--- config.mk ---
export PLATFORM = sky130hd
export DESIGN_NAME = cp0_exception_unit_flat
export DESIGN_NICKNAME = d
export VERILOG_FILES = /design/src/rtl/cp0_exception_unit_pkg.sv /design/src/rtl/cp0_exception_unit_if.sv /design/src/rtl/cp0_exception_unit_reg32.sv /design/src/rtl/cp0_exception_unit.sv /design/src/flat_wrapper.sv
export SDC_FILE = /design/constraint.sdc
export NUM_CORES = 1
export LEC_CHECK = 0
export CORE_MARGIN = 2
export CORE_UTILIZATION = 45
export CTS_BUF_LIST = sky130_fd_sc_hd__clkbuf_16
export CTS_CLUSTER_DIAMETER = 100
export DETAILED_ROUTE_END_ITERATION = 8
export MAX_ROUTING_LAYER = met4
export PLACE_DENSITY = 0.8
export RECOVER_POWER = 50
export SETUP_SLACK_MARGIN = 0.1
export SKIP_LAST_GASP = 1
export SYNTH_ARGS = -nofsm -noshare
export SYNTH_HDL_FRONTEND = slang
export SYNTH_SLANG_ARGS = --single-unit
--- constraint.sdc ---
create_clock -name clk -period 1.9 [get_ports clk]
set_input_delay 0.285 -clock clk [delete_from_list [all_inputs] [get_ports clk]]
set_output_delay 0.285 -clock clk [all_outputs]
set_load 0.005 [all_outputs]
--- src/rtl/cp0_exception_unit_pkg.sv ---
// Shared constants and helpers for the CP0 exception unit: register select
// encodings, instruction field positions and the Cause priority encoder.
package cp0_exception_unit_pkg;

    localparam logic [1:0] SEL_EPC    = 2'd0;
    localparam logic [1:0] SEL_STATUS = 2'd1;
    localparam logic [1:0] SEL_BLOCK  = 2'd2;
    localparam logic [1:0] SEL_CAUSE  = 2'd3;

    localparam logic [5:0] ERET_FUNCT = 6'b011000;

    localparam int MTC0_BIT = 23;
    localparam int SEL_MSB  = 12;
    localparam int SEL_LSB  = 11;

    // Priority encoding of the raw (unmasked) request lines into Cause:
    // a higher-numbered source also sets every lower bit.
    function automatic logic [31:0] cause_encode(
        input logic src0,
        input logic src1,
        input logic src2
    );
        cause_encode = {29'b0, src2, src1 | src2, src0 | src1 | src2};
    endfunction

endpackage

--- src/rtl/cp0_exception_unit_if.sv ---
// Bus bundle between the core and the CP0 exception unit. The master side
// (core) drives requests and instruction fields; the slave side (CP0)
// returns register data and decode/exception status.
interface cp0_exception_unit_if;

    logic        ExpSrc0;
    logic        ExpSrc1;
    logic        ExpSrc2;
    logic        enable;
    logic [31:0] Instruction;
    logic [31:0] PCin;
    logic [31:0] Din;
    logic [31:0] PCout;
    logic [31:0] Dout;
    logic        ExRegWrite;
    logic        ExpBlock;
    logic        IsEret;
    logic        HasExp;

    modport master (
        output ExpSrc0, ExpSrc1, ExpSrc2, enable, Instruction, PCin, Din,
        input  PCout, Dout, ExRegWrite, ExpBlock, IsEret, HasExp
    );

    modport slave (
        input  ExpSrc0, ExpSrc1, ExpSrc2, enable, Instruction, PCin, Din,
        output PCout, Dout, ExRegWrite, ExpBlock, IsEret, HasExp
    );

endinterface

--- src/rtl/cp0_exception_unit_reg32.sv ---
// Generic 32-bit register with load enable and synchronous active-low clear.
module reg32 (
    input  logic        clk,
    input  logic        reset,
    input  logic        we,
    input  logic [31:0] d,
    output logic [31:0] q
);

    // Clear on reset, otherwise load d when enabled and hold otherwise.
    always_ff @(posedge clk) begin
        if (!reset) begin
            q <= 32'h0000_0000;
        end else if (we) begin
            q <= d;
        end else begin
            q <= q;
        end
    end

endmodule

--- src/rtl/cp0_exception_unit.sv ---
// CP0 exception unit: decodes mfc0/mtc0/eret fields, holds EPC, Status,
// Block and Cause, and turns a rising masked exception request into a
// one-cycle HasExp strobe that captures PCin into EPC.
module cp0_exception_unit
    import cp0_exception_unit_pkg::*;
(
    input  logic                 clk,
    input  logic                 reset,
    cp0_exception_unit_if.slave  bus
);

    logic [1:0]  sel_s;
    logic        mtc0_s;
    logic        req_s;
    logic        accept_s;
    logic        epc_we_s;
    logic [31:0] epc_d_s;
    logic        status_we_s;
    logic        block_we_s;
    logic [31:0] cause_d_s;
    logic [31:0] dout_s;

    logic [31:0] epc_r;
    logic [31:0] status_r;
    logic [31:0] block_r;
    logic [31:0] cause_r;
    logic        req_q_r;
    logic        pending_r;

    assign sel_s  = bus.Instruction[SEL_MSB:SEL_LSB];
    assign mtc0_s = bus.enable & bus.Instruction[MTC0_BIT];

    // Masking uses the current Block/Status values, so a write landing on
    // the same edge as a request edge does not affect that request.
    assign req_s    = (bus.ExpSrc0 & ~block_r[0])
                    | (bus.ExpSrc1 & ~block_r[1])
                    | (bus.ExpSrc2 & ~block_r[2]);
    assign accept_s = req_s & ~req_q_r & ~status_r[0] & ~pending_r;

    // Register write enables; the exception capture of PCin wins over mtc0 to EPC.
    always_comb begin
        epc_we_s    = 1'b0;
        epc_d_s     = bus.Din;
        status_we_s = 1'b0;
        block_we_s  = 1'b0;
        if (pending_r) begin
            epc_we_s = 1'b1;
            epc_d_s  = bus.PCin;
        end else if (mtc0_s && (sel_s == SEL_EPC)) begin
            epc_we_s = 1'b1;
            epc_d_s  = bus.Din;
        end else begin
            epc_we_s = 1'b0;
            epc_d_s  = bus.Din;
        end
        if (mtc0_s && (sel_s == SEL_STATUS)) begin
            status_we_s = 1'b1;
        end else begin
            status_we_s = 1'b0;
        end
        if (mtc0_s && (sel_s == SEL_BLOCK)) begin
            block_we_s = 1'b1;
        end else begin
            block_we_s = 1'b0;
        end
    end

    assign cause_d_s = cause_encode(bus.ExpSrc0, bus.ExpSrc1, bus.ExpSrc2);

    reg32 u_epc (
        .clk   (clk),
        .reset (reset),
        .we    (epc_we_s),
        .d     (epc_d_s),
        .q     (epc_r)
    );

    reg32 u_status (
        .clk   (clk),
        .reset (reset),
        .we    (status_we_s),
        .d     (bus.Din),
        .q     (status_r)
    );

    reg32 u_block (
        .clk   (clk),
        .reset (reset),
        .we    (block_we_s),
        .d     (bus.Din),
        .q     (block_r)
    );

    reg32 u_cause (
        .clk   (clk),
        .reset (reset),
        .we    (accept_s),
        .d     (cause_d_s),
        .q     (cause_r)
    );

    // Request edge history and one-cycle pending flag; pending never
    // lasts more than a cycle because acceptance requires it to be clear.
    always_ff @(posedge clk) begin
        if (!reset) begin
            req_q_r   <= 1'b0;
            pending_r <= 1'b0;
        end else if (pending_r) begin
            req_q_r   <= req_s;
            pending_r <= 1'b0;
        end else begin
            req_q_r   <= req_s;
            pending_r <= accept_s;
        end
    end

    // mfc0 read mux over the four CP0 registers.
    always_comb begin
        dout_s = 32'h0000_0000;
        case (sel_s)
            SEL_EPC:    dout_s = epc_r;
            SEL_STATUS: dout_s = status_r;
            SEL_BLOCK:  dout_s = block_r;
            SEL_CAUSE:  dout_s = cause_r;
            default:    dout_s = 32'h0000_0000;
        endcase
    end

    assign bus.Dout       = dout_s;
    assign bus.PCout      = epc_r;
    assign bus.ExpBlock   = status_r[0];
    assign bus.HasExp     = pending_r;
    assign bus.ExRegWrite = ~bus.Instruction[MTC0_BIT];
    assign bus.IsEret     = (bus.Instruction[5:0] == ERET_FUNCT);

endmodule

--- src/flat_wrapper.sv ---
// flat-port wrapper written by rule: the top's interface ports become plain ports
module cp0_exception_unit_flat import cp0_exception_unit_pkg::*;
  (clk, reset, bus_ExpSrc0, bus_ExpSrc1, bus_ExpSrc2, bus_enable, bus_Instruction, bus_PCin, bus_Din, bus_PCout, bus_Dout, bus_ExRegWrite, bus_ExpBlock, bus_IsEret, bus_HasExp);
  cp0_exception_unit_if bus_i ();
  input  logic clk;
  input  logic reset;
  input wire logic [$bits(bus_i.ExpSrc0)-1:0] bus_ExpSrc0;
  input wire logic [$bits(bus_i.ExpSrc1)-1:0] bus_ExpSrc1;
  input wire logic [$bits(bus_i.ExpSrc2)-1:0] bus_ExpSrc2;
  input wire logic [$bits(bus_i.enable)-1:0] bus_enable;
  input wire logic [$bits(bus_i.Instruction)-1:0] bus_Instruction;
  input wire logic [$bits(bus_i.PCin)-1:0] bus_PCin;
  input wire logic [$bits(bus_i.Din)-1:0] bus_Din;
  output wire logic [$bits(bus_i.PCout)-1:0] bus_PCout;
  output wire logic [$bits(bus_i.Dout)-1:0] bus_Dout;
  output wire logic [$bits(bus_i.ExRegWrite)-1:0] bus_ExRegWrite;
  output wire logic [$bits(bus_i.ExpBlock)-1:0] bus_ExpBlock;
  output wire logic [$bits(bus_i.IsEret)-1:0] bus_IsEret;
  output wire logic [$bits(bus_i.HasExp)-1:0] bus_HasExp;
  assign bus_i.ExpSrc0 = bus_ExpSrc0;
  assign bus_i.ExpSrc1 = bus_ExpSrc1;
  assign bus_i.ExpSrc2 = bus_ExpSrc2;
  assign bus_i.enable = bus_enable;
  assign bus_i.Instruction = bus_Instruction;
  assign bus_i.PCin = bus_PCin;
  assign bus_i.Din = bus_Din;
  assign bus_PCout = bus_i.PCout;
  assign bus_Dout = bus_i.Dout;
  assign bus_ExRegWrite = bus_i.ExRegWrite;
  assign bus_ExpBlock = bus_i.ExpBlock;
  assign bus_IsEret = bus_i.IsEret;
  assign bus_HasExp = bus_i.HasExp;
  cp0_exception_unit u_core (.clk(clk), .reset(reset), .bus(bus_i));
endmodule
## Word level (Yosys, flattened, before mapping)

Index checks and enable logic that the tools add are counted.

| word-level totals | value |
|---|---|
| register bits | 101 |
| input bits | 102 |
| output and inout port bits | 68 |
| logic and storage cells | 41 |

| operators by class | value |
|---|---|
| equality and inequality tests | 4 |
| multiplexer cells | 6 |
| bitwise operators | 20 |
| reductions and logical operators | 5 |

Operator list:

| kind | number |
|---|---|
| $pmux W32 S4 | 1 |
| $mux W32 | 1 |
| $not A1 Y1 | 8 |
| $and A1 B1 Y1 | 7 |
| $eq A6 B5 Y1 const B | 1 |
| $or A1 B1 Y1 | 5 |
| $eq A2 B2 Y1 const B | 2 |
| $mux W1 | 4 |
| $logic_and A1 B1 Y1 | 3 |
| $eq A2 B1 Y1 const B | 1 |
| $logic_not A2 Y1 | 1 |
| $reduce_or A2 Y1 | 1 |

## Depth between registers and ports, before layout

| logic depth | value |
|---|---|
| depth after elaboration | 7 |
| mapped depth | 6 |

## By module

Synthesis repeated with hierarchy kept, for this count alone.

| second synthesis, totals | value |
|---|---|
| cell total of the unflattened synthesis | 510 |
| area total of the unflattened synthesis | 6311.1 µm² |

By module, submodules not included:

| module | times used | cells each | area each (µm²) | sequential area each (µm²) |
|---|---|---|---|---|
| reg32 | 4 | 103 | 1243.7 | 640.6 |
| cp0_exception_unit | 1 | 98 | 1336.3 | 40.0 |

## Worst setup path before layout

No wires, ideal clock.

| timing path | value |
|---|---|
| path type | register -> register |
| from | register u_core.pending_r, in the netlist u_core.bus.HasExp |
| to | register u_core.u_cause.q[1] |
| library setup time | 116 ps |
| arrival time | 1406 ps |
| data required time | 1784 ps |
| setup slack | 378 ps |
| stages on the path, launching flop included | 5 |
| buffers on the path | 1 |
| clock period less this slack | 1522 ps |
| cell sequence | dfxtp_1 -> buf_6 -> or3_1 -> or4_1 -> o211a_1 |

| between the ends | value |
|---|---|
| cells in the longest elaborated chain, start to end | 2 |

RTL lines:

| element | line | text |
|---|---|---|
| start, declared | cp0_exception_unit.sv:28 | `logic pending_r;` |
| start signal, assigned | cp0_exception_unit.sv:113 | `pending_r <= accept_s;` |
| $not A1 Y1 | cp0_exception_unit.sv:38 | `assign accept_s = req_s & ~req_q_r & ~status_r[0] & ~pending_r;` |
| $and A1 B1 Y1 | cp0_exception_unit.sv:38 |  |
| end signal, assigned | cp0_exception_unit_reg32.sv:17 | `q <= q;` |
| end, declared | cp0_exception_unit_reg32.sv:7 | `output logic [31:0] q` |

Every way passes these cells.
A chain may end at the register's enable or synchronous reset.

## Worst setup path after layout

| timing path | value |
|---|---|
| from | input port bus_Instruction[23] |
| to | output port bus_ExRegWrite |

| between the ends | value |
|---|---|
| cells in the longest elaborated chain, start to end | 1 |

RTL lines:

| element | line | text |
|---|---|---|
| start, declared | flat_wrapper.sv:11 | `input wire logic [$bits(bus_i.Instruction)-1:0] bus_Instruction;` |
| $not A1 Y1 | cp0_exception_unit.sv:133 | `assign bus.ExRegWrite = ~bus.Instruction[MTC0_BIT];` |
| end, declared | flat_wrapper.sv:16 | `output wire logic [$bits(bus_i.ExRegWrite)-1:0] bus_ExRegWrite;` |

Every way passes these cells.

==> results.toml <==
[status]
outcome = "finished, final reports clean"

[grt]
track_usage_pct = 24.2
grt_max_degree = 103
grt_pass1_vias = 4475
grt_pass1_wl_microns = 21600
gr-total-overflow = 0
antenna_found_initial = 0

[worst_hold_path]
hold_end = "u_core.u_block.q[25]"
hp-class = "flip-flop to flip-flop"
hold_start = "u_core.u_block.q[25]"
whs_path_depth = 2

[worst_setup_path]
cp.required_ns = 1.62
critical_path_class = "primary input to primary output"
path_max_fanout = 6
reg2reg_slack_ns = 0.42
end_kind = "primary output"
arrival_ns = 1.51
start_kind = "primary input"
r2r-end = "u_core.u_cause.q[1]"
regToRegStartpoint = "u_core.u_status.q[0]"
rr_worst_depth = 3

[floorplan]
start_util_pct = 46.4
core.rowCount = 37
pin_count = 170
core_area_sq_um = 10300
die_area_sq_um = 11500
die_w_microns = 107
die_height_microns = 107

[finish]
fin_nets = 787
final_core_util_pct = 65.9
drive_gt1_share_pct = 6.68
finalNonFillerCells = 825
final_cell_area_sq_um = 6810
areaGrowthSynthToFinish_pct = 41.9
diodes = 0

[synthesis]
synth.avg_cell_area_sq_um = 8.65
ys_warn_count = 0
syn-cell-area_sq_um = 4790
synth_cell_type_count = 29
synth_area_leaders = "dfxtp_1 42%, mux2i_1 13%, nand2_1 12%"
ys_seq_elements = 101
synth_fp_nets = 656
yosys.area.top_type = "dfxtp_1"
synth_top_area_share_pct = 42.2
syn_inst = 554
synth_sequential_area_ratio_pct = 42.2

[route]
drtAntennaViolNets = 0
drt-met1-wl_microns = 5700
drcViolationCount = 0
routed_wirelength_microns = 13700
wl_per_cell_microns = 16.5
vias = 4580
wl_met2_microns = 6750
drt_iter0_drc = 202
via_per_inst = 5.55
top_layer = "met4"
firstDrtPassIters = 5
wl_met3_microns = 1010

[cts]
clockBufferDepth = 2
htree_levels = 3
numCtsBuffers = 9
postCtsHoldBufs = 0
cts_tree = "yes"
cts.clk_slew.worst_paths_ns = 0.07
cts_root_buf = "clkbuf_16"
clkLatencyLatePin_ns = 0.33
cts.sinks = 101

[flow_run]
cap_violations = 0

[pwr]
peakVddDrop_mv = 0.530
p_per_area_nw_per_um2 = 743
p_sw_share_pct = 23.5
p_sw_mw = 1.19
p_clk_share_pct = 37.3
power_mw = 5.06
p_int_mw = 3.87
pwr-share-comb_pct = 17.3
p_leak_nw = 3.01
pwr-share-seq_pct = 45.4

[timing]
fin_crit_sh_pct = 94.4
period_needed_ns = 1.79
drv_slew = 0
setup_slack_ns = 0.107
worstMarginPinSlew_ns = 0.567
maxSlewHeadroom_pct = 62.2
rsz0062_at_grt = "yes"
skew_ns = 0.00396
fmax_mhz = 558
hold_violations = 0
setup_viol = 0

[place]
dp.cells = 806
io_buffers = 146
place_worst_setup_slack_ns = -0.0125
place_congestion = 0.843
place_area_sq_um = 6410
dp_hpwl_microns = 9100
critical path, stage by stage:
cell and delay (ns):
dlygate4sd3_1 0.64, inv_1 0.09, clkdlybuf4s50_1 0.49
worst max path at each step:
stage | slack, ns | endpoint | from
final | 0.11 | bus_ExRegWrite | bus_Instruction[23]
after global placement | -0.004 | bus_Dout[11] | bus_Instruction[11]
after global routing | 0.05 | u_core.u_status.q[28] | bus_Instruction[23]
after detailed placement | -0.01 | bus_Dout[12] | bus_Instruction[11]
after CTS | 0.07 | bus_Dout[15] | bus_Instruction[11]
after floorplan | 0.38 | u_core.u_cause.q[1] | u_core.bus.HasExp
kinds of logic (layout without fill, tap and decap cells):
family / Yosys count / count (layout) / synth area share [%]
simple gates: 177 / 177 / 15.2
compound gates: 160 / 160 / 23.6
flops: 101 / 101 / 42.2
mux: 65 / 65 / 14.4
buf+inv: 51 / 186 / 4.67
sequential cells by signal (all words and copies together), names as in the netlist:
| register | cells |
|---|---|
| u_core.u_status.q | 32 |
| u_core.bus.HasExp | 1 |
| u_core.req_q_r | 1 |
| u_core.u_cause.q | 3 |
| u_core.u_block.q | 32 |
| u_core.u_epc.q | 32 |
metal layers:
metal	vias up	global-route usage (%)
met2	173	40.5
met3	20	6.32
met5	-	-
met4	0	7.61
li1	2184	-
met1	2203	28.5
power groups by stage:
| stage | combinational (mW) | sequential, mW | clock [mW] |
|---|---|---|---|
| finish | 0.876 | 2.30 | 1.89 |
| global route | 0.942 | 2.31 | 2.00 |
| detailed placement | 0.879 | 2.34 | 0 |
| floorplan | 0.388 | 2.33 | 0 |
| global placement | 0.861 | 2.34 | 0 |
| CTS | 0.900 | 2.30 | 1.92 |
synth_stat cells (all sizes together):
master / n
a21boi: 64
and3: 1
mux4: 3
o211a: 33
dfxtp: 101
inv: 1
nand4bb: 1
and2: 1
buf: 22
nand3: 1
nand4b: 2
and4bb: 1
o21ai: 61
nor2b: 1
or4: 1
or2: 1
or3: 1
a31oi: 1
o21a: 1
mux2i: 62
nor3: 2
and4b: 2
nand2b: 3
nand2: 159
clkbuf: 28
repair_timing:
action                     4_1_cts  5_1_grt
resized for setup               17       15
pin swaps                        0        2
setup buffers                    1        1
cloned                           2        0
setup endpoints to repair       28       20
through the flow:
stage | TNS, ns | hold WS (ns)
2_1_floorplan | 0 | 0.420
3_3_place_gp | -0.00459 | 0.440
3_5_place_dp | -0.0133 | 0.445
4_1_cts | 0 | 0.455
5_1_grt | 0 | 0.475
6_report | 0 | 0.457
layout make-up:
| type | instances | area, sq um |
|---|---|---|
| Tap cell | 136 | 170 |
| Multi-Input combinational cell | 402 | 2560 |
| Clock buffer | 9 | 225 |
| Inverter | 1 | 3.75 |
| Timing Repair Buffer | 170 | 1740 |
| Clock inverter | 6 | 80.1 |
| Sequential cell | 101 | 2030 |
| Fill cell | 858 | 3520 |
placed cells by master (no fill, tap or decap), types with 11 or more instances in the layout:
cell type and count:
a21boi_0 57, o21ai_0 34, o211a_1 33, dlygate4sd2_1 11, mux2i_1 62, nand2_1 159, o21ai_1 27, clkdlybuf4s50_1 109
buf_4 13, dfxtp_1 98, dlymetal6s2s_1 12
Power figures use the tool's default switching activity.
